`config.mk`:
```
export PLATFORM = sky130hd
export DESIGN_NAME = odd_parity_tx_ctrl
export DESIGN_NICKNAME = d
export VERILOG_FILES = /design/src/rtl/odd_parity_pkg.sv /design/src/rtl/odd_parity_acc.sv /design/src/rtl/odd_parity_tx_ctrl.sv
export SDC_FILE = /design/constraint.sdc
export NUM_CORES = 1
export LEC_CHECK = 0
export ABC_AREA = 1
export CORE_UTILIZATION = 50
export DETAILED_ROUTE_END_ITERATION = 8
export PLACE_DENSITY = 0.87
export SETUP_SLACK_MARGIN = 0.5
export SLEW_MARGIN = 20
export SYNTH_ARGS = -nofsm -noshare
export SYNTH_HDL_FRONTEND = slang
export SYNTH_SLANG_ARGS = --single-unit
export TNS_END_PERCENT = 100
```
`constraint.sdc`:
```
create_clock -name clk -period 1.53 [get_ports clk]
set_input_delay 0.153 -clock clk [delete_from_list [all_inputs] [get_ports clk]]
set_output_delay 0.153 -clock clk [all_outputs]
set_load 0.05 [all_outputs]
```
`src/rtl/odd_parity_pkg.sv`:
```
// Shared definitions for the odd-parity serial transmitter.
// ODD_PARITY_STOP_BIT_EN adds a trailing STOP state to the frame.
package odd_parity_pkg;

    localparam int unsigned DATA_W_DEFAULT = 8;
    localparam logic        STOP_BIT       = 1'b1;

    typedef enum logic [1:0] {
        IDLE   = 2'd0,
        DATA   = 2'd1,
        PARITY = 2'd2
`ifdef ODD_PARITY_STOP_BIT_EN
        ,
        STOP   = 2'd3
`endif
    } state_e;

endpackage

```
`src/rtl/odd_parity_acc.sv`:
```
// Single-flop parity accumulator; par_odd is the bit that makes the total ones count odd.
module odd_parity_acc (
    input  logic clk,
    input  logic rst_n,
    input  logic clr,
    input  logic en,
    input  logic bit_in,
    output logic par_odd
);

    logic acc_q;
    logic acc_d;

    always_comb begin
        acc_d = acc_q;
        if (clr) begin
            acc_d = 1'b0;
        end else if (en && bit_in) begin
            acc_d = ~acc_q;
        end
    end

    always_ff @(posedge clk or negedge rst_n) begin
        if (!rst_n) begin
            acc_q <= 1'b0;
        end else begin
            acc_q <= acc_d;
        end
    end

    assign par_odd = ~acc_q;

endmodule

```
`src/rtl/odd_parity_tx_ctrl.sv`:
```
// Parallel-to-serial transmitter: LSB-first payload, odd-parity beat, optional stop beat.
// Define ODD_PARITY_STOP_BIT_EN to append a stop beat (tx_bit=1) after parity.
module odd_parity_tx_ctrl
    import odd_parity_pkg::*;
#(
    parameter int unsigned DATA_W = DATA_W_DEFAULT
) (
    input  logic              clk,
    input  logic              rst_n,
    input  logic [DATA_W-1:0] in_data,
    input  logic              in_valid,
    output logic              in_ready,
    output logic              tx_bit,
    output logic              tx_valid,
    input  logic              tx_ready,
    output logic              tx_last,
    output logic              busy,
    output logic              frame_done
);

    localparam int unsigned        CNT_W    = $clog2(DATA_W) + 1;
    localparam logic [CNT_W-1:0]   LAST_IDX = CNT_W'(DATA_W - 1);

    state_e             state_q, state_d;
    logic [DATA_W-1:0]  shift_q, shift_d;
    logic [CNT_W-1:0]   cnt_q, cnt_d;
    logic               done_q, done_d;
    logic               acc_clr, acc_en, par_odd;

    odd_parity_acc u_acc (
        .clk    (clk),
        .rst_n  (rst_n),
        .clr    (acc_clr),
        .en     (acc_en),
        .bit_in (shift_q[0]),
        .par_odd(par_odd)
    );

    always_comb begin
        state_d = state_q;
        shift_d = shift_q;
        cnt_d   = cnt_q;
        done_d  = 1'b0;
        acc_clr = 1'b0;
        acc_en  = 1'b0;
        case (state_q)
            IDLE: begin
                if (in_valid) begin
                    shift_d = in_data;
                    cnt_d   = '0;
                    acc_clr = 1'b1;
                    state_d = DATA;
                end
            end
            DATA: begin
                if (tx_ready) begin
                    shift_d = shift_q >> 1;
                    cnt_d   = cnt_q + CNT_W'(1);
                    acc_en  = 1'b1;
                    if (cnt_q == LAST_IDX) begin
                        state_d = PARITY;
                    end
                end
            end
            PARITY: begin
                if (tx_ready) begin
`ifdef ODD_PARITY_STOP_BIT_EN
                    state_d = STOP;
`else
                    state_d = IDLE;
                    done_d  = 1'b1;
`endif
                end
            end
`ifdef ODD_PARITY_STOP_BIT_EN
            STOP: begin
                if (tx_ready) begin
                    state_d = IDLE;
                    done_d  = 1'b1;
                end
            end
`endif
            default: state_d = IDLE;
        endcase
    end

    always_ff @(posedge clk or negedge rst_n) begin
        if (!rst_n) begin
            state_q <= IDLE;
            shift_q <= '0;
            cnt_q   <= '0;
            done_q  <= 1'b0;
        end else begin
            state_q <= state_d;
            shift_q <= shift_d;
            cnt_q   <= cnt_d;
            done_q  <= done_d;
        end
    end

    always_comb begin
        tx_bit  = 1'b0;
        tx_last = 1'b0;
        case (state_q)
            DATA:   tx_bit = shift_q[0];
            PARITY: begin
                tx_bit = par_odd;
`ifndef ODD_PARITY_STOP_BIT_EN
                tx_last = 1'b1;
`endif
            end
`ifdef ODD_PARITY_STOP_BIT_EN
            STOP: begin
                tx_bit  = STOP_BIT;
                tx_last = 1'b1;
            end
`endif
            default: begin
                tx_bit  = 1'b0;
                tx_last = 1'b0;
            end
        endcase
    end

    assign in_ready   = (state_q == IDLE);
    assign tx_valid   = (state_q != IDLE);
    assign busy       = (state_q != IDLE);
    assign frame_done = done_q;

endmodule
```
==> results of run 1 <==
[stage by stage]
step,util (%),worst slack [ns],cell area (µm²)
after floorplan,-,-0.112,968
after CTS,88.1,0.00825,1540
after detailed placement,69.2,0.0307,1210
after global placement,69.2,0.0770,1210
[what timing repair did]
item                                    4_1_cts
resized for setup                            52
setup buffers                                10
pin swaps                                    13
endpoints found under the setup margin       20
gates cloned                                  4
[cell families after synthesis]
group           count (synthesis)  share of synthesized area [%]
compound gates                 22                           16.2
fa+ha+maj                       6                           8.04
buf+inv                        15                           9.38
flops                          16                           42.9
simple gates                   48                           23.5
==> metrics.md, run 1 <==
| Metric | Value |
|---|---|
| Err | [ERROR DPL-0033] detailed placement checks failed during check placement. |
| Row count | 15 |
| Syn avg cell area | 8.72 µm² |
| Post-Syn Instances | 107 |
| Sequential-to-total area share from yosys stat | 42.9% |
| GPL Wtd Cong | 0.841 |
| Area contributors post-synth | dfrtp_1, nand2_1, o21ai_2 |
| Status | did not finish |
| Netlist cell types | 19 |
| Syn Std Cell Area | 933 µm² |
| Placed cells | 150 |
| Warnings, synthesis | 0 |
| Area leader, netlist | dfrtp_1 |
| Hold Buf Count CTS | 0 |
| Post-DP HPWL | 1380 µm |
| Top_reg_cell synth | dfrtp_1 |
| Root Driver | clkbuf_4 |
| Htree depth | 1 |
| Die span in y | 45.2 µm |
| Number of flops mapped to enable cells by yosys | 0 |
| Worst_ep grt | tx_bit |
| Ports | 18 |
| Post-Syn Nets | 125 |
| DIE WIDTH | 45.2 µm |
| WEP type | top-level output |
| Async S/R FF share, synth | 100% |
| Synth top area share | 42.9% |
| Top-count cell post-synth | nand2_1 |
| Deepest clock path buffer count | 2 |
| Largest net degree at the start of global routing | 17 |
| Starting Density | 53.5% |
| Post-synth top cells | nand2_1, dfrtp_1, o21ai_2 |
| Number of port buffers | 17 |
| Stop stage | global routing |
| Clk sinks | 16 |
| Synth Register Bits | 16 |
| Antenna violations before repair | 0 |
| Total CTS buffers | 3 |
==> run 2: changes to the inputs <==
--- a/config.mk
+++ b/config.mk
@@ -6,10 +6,10 @@
 export NUM_CORES = 1
 export LEC_CHECK = 0
 export ABC_AREA = 1
-export CORE_UTILIZATION = 50
+export CORE_AREA = 2 2 63 65
 export DETAILED_ROUTE_END_ITERATION = 8
-export PLACE_DENSITY = 0.87
-export SETUP_SLACK_MARGIN = 0.5
+export DIE_AREA = 0 0 65 67
+export PLACE_DENSITY_LB_ADDON = 0.15
 export SLEW_MARGIN = 20
 export SYNTH_ARGS = -nofsm -noshare
 export SYNTH_HDL_FRONTEND = slang
==> metrics.md, run 2 <==
| Metric | Value |
|---|---|
| Status | finished, final reports clean |
| Buf/Inv on CP | 4 |
| Crit-path max cell delay | 0.45 ns |
| Crit path max-delay family | buffers and inverters |
| DIE WIDTH | 65 µm (+44%) |
| Sw Ratio | 44.4% |
| Routed len/inst | 10.1 µm |
| CTS tree | yes |
| Leak Pwr | 0.630 nW |
| Sequential Power Share | 24.2% |
| Area leader, netlist | dfrtp_1 |
| Global-route wire length before repair | 3170 µm |
| Area contributors post-synth | dfrtp_1, nand2_1, o21ai_2 |
| Final WL | 1840 µm |
| Number of flops mapped to enable cells by yosys | 0 (unchanged) |
| Post-Syn Instances | 107 (unchanged) |
| Largest net degree at the start of global routing | 23 |
| Row count | 22 (+7) |
| CORE AREA | 0.00361 mm² |
| Number of DRC markers in iteration 0 | 24 |
| WP data required | 1.38 ns |
| Htree depth | 1 (unchanged) |
| Final Cycle Share | 97.3% |
| Warnings, synthesis | 0 (unchanged) |
| Die Area | 0.00436 mm² |
| PD cells | 2230 mW/mm² |
| Clock power share | 12.2% |
| Total CTS buffers | 3 (unchanged) |
| VDD IR max | 0.000870 V |
| Post-Syn Nets | 125 (unchanged) |
| Final nets | 153 |
| Unrepaired setup endpoints after global routing | yes |
| Setup violations, final | 0 |
| Tightest Pin Transition | 0.301 ns |
| Netlist cell types | 19 (unchanged) |
| Pre-antenna DRT Iters | 4 |
| Combinational share of power | 63.6% |
| Async S/R FF share, synth | 100% (unchanged) |
| Starting Density | 25.9% (-28 points) |
| Top_reg_cell synth | dfrtp_1 |
| Placed cell areas | 0.00124 mm² (+2.4%) |
| Hold Path Class | input port to async pin |
| Critical Path Source Type | register |
| Max-slew violations | 0 |
| Worst path arrival time | 1.34 ns |
| Vias | 762 |
| Number of port buffers | 17 (unchanged) |
| Max reg flops | 8 |
| Kind of end point of the critical path | output pin |
| CP max stage cell | dfrtp_2 |
| Deepest clock path buffer count | 2 (unchanged) |
| GR Overflow Total | 0 |
| Layout area overhead | 47.7% |
| Syn Std Cell Area | 933 µm² (unchanged) |
| Vias in the first global route | 686 |
| Global-route total usage across every layer | 9.60% |
| Most common cell after layout, fill and taps aside | nand2_1 |
| Setup ws final | 0.0418 ns |
| Crit-path cells | inv_4, ha_4, clkinvlp_4, buf_6, buf_12 |
| Post-synth top cells | nand2_1, dfrtp_1, o21ai_2 |
| Vias per cell | 4.19 |
| Antenna violations before repair | 0 |
| GPL Wtd Cong | 0.699 (-17%) |
| Top-count cell post-synth | nand2_1 |
| DP Worst Slack | 0.0164 ns (-0.0143 ns) |
| Internal power | 1.71 mW |
| Root Driver | clkbuf_8 |
| Skew final | 0.00551 ns |
| Synth Register Bits | 16 (unchanged) |
| Sequential-to-total area share from yosys stat | 42.9% (unchanged) |
| Ports | 18 (unchanged) |
| Largest regs | shift_q x8, cnt_q x4, state_q x2 |
| Drt drc | 0 |
| Synth top area share | 42.9% (unchanged) |
| Max Freq | 672 MHz |
| Critical setup path kind | register to output pin |
| Worst-Skew Late Latency | 0.25 ns |
| Die span in y | 67 µm (+48%) |
| Largest Register | shift_q |
| CP max FO | 4 |
| Share of cells above drive strength 1 | 37.3% |
| Post-DP HPWL | 1350 µm (-2.3%) |
| Antenna Nets Post-Route | 0 |
| Final Critical Period | 1.49 ns |
| Antenna cells | 0 |
| Worst hold slack | 0.223 ns |
| Rel. slew slack | 79.8% |
| Syn avg cell area | 8.72 µm² (unchanged) |
| Final Cell Area | 0.00138 mm² |
| Clk sinks | 16 (unchanged) |
| Most frequent cells in the layout | nand2_1, dfrtp_1, clkdlybuf4s50_1, o21ai_2, buf_4 |
| Max_cap viols | 0 |
| Hold Vio Cnt, Final | 0 |
| Clock slew seen by the registers of the worst setup and hold paths | 0.07 ns |
| Psw | 1.37 mW |
run 2: repair_timing:
| item | in CTS | in global routing |
|---|---|---|
| setup buffers | 4 | 1 |
| hold buffers | 0 | 0 |
| gates resized for setup | 5 | 6 |
| setup endpoints to repair | 1 | 5 |
| endpoints found under the hold margin | 0 | 0 |
| pin swaps | 2 | 1 |
run 2: final timing paths:
check,start,to,slack (ns),cells past startpoint
max in group asynchronous,rst_n,state_q[0],1.10,2
hold reg to reg,shift_q[2],shift_q[2],0.48,2
setup / recovery,state_q[0],busy,0.04,5
hold / removal,rst_n,u_acc.acc_q,0.22,2
setup reg to reg,state_q[0],shift_q[2],0.16,5
min in group clk,in_data[7],shift_q[7],0.47,3
run 2: cells by family (layout without fill, tap and decap cells):
logic type      count (synthesis)  after routing  synth area share [%]
buf+inv                        15             42                  9.38
fa+ha+maj                       6              6                  8.04
compound gates                 22             22                  16.2
flops                          16             16                  42.9
simple gates                   48             48                  23.5
run 2: layer usage:
| metal | vias to the layer above | global-route usage [%] | share of wire (%) |
|---|---|---|---|
| met3 | 2 | 3.21 | 4.5 |
| met4 | 0 | 3.19 | 1.1 |
| met5 | - | 0 | 0 |
| li1 | 399 | - | - |
| met2 | 11 | 13.3 | 45 |
| met1 | 350 | 13.8 | 49 |
run 2: layout make-up:
cell class | instances | area (µm²)
sequential | 16 | 402
timing repair buffer | 27 | 297
tap | 48 | 60.1
multi-input combinational | 76 | 518
fill | 369 | 2230
clock buffer | 4 | 55.1
inverter | 11 | 47.5
run 2: worst register-to-register path, cell delays in order (launching register included):
cell and delay [ns]:
dfrtp_2 0.45, ha_4 0.21, buf_4 0.14, or2_2 0.28, o21ai_0 0.10, o21ai_2 0.08
run 2: per-stage QoR:
step | power, mW | utilization [%] | setup TNS, ns | std cells
after global routing | 3.34 | 38.2 | -0.0397 | 182
final | 3.08 | 38.2 | 0 | 182
after CTS | 3.02 | 37.4 | 0 | 181
after detailed placement | 2.53 | 34.3 | 0 | 173
after floorplan | 2.08 | - | -1.20 | 107
after global placement | 2.52 | 34.3 | 0 | 173
run 2: power groups by stage:
stage / Sequential (mW) / Clock, mW / Combinational [mW]
2_1_floorplan: 0.720 / 0 / 1.36
3_3_place_gp: 0.729 / 0 / 1.79
3_5_place_dp: 0.731 / 0 / 1.80
4_1_cts: 0.738 / 0.390 / 1.90
5_1_grt: 0.774 / 0.407 / 2.16
6_report: 0.745 / 0.375 / 1.96
(Power assumes the default switching activity.)
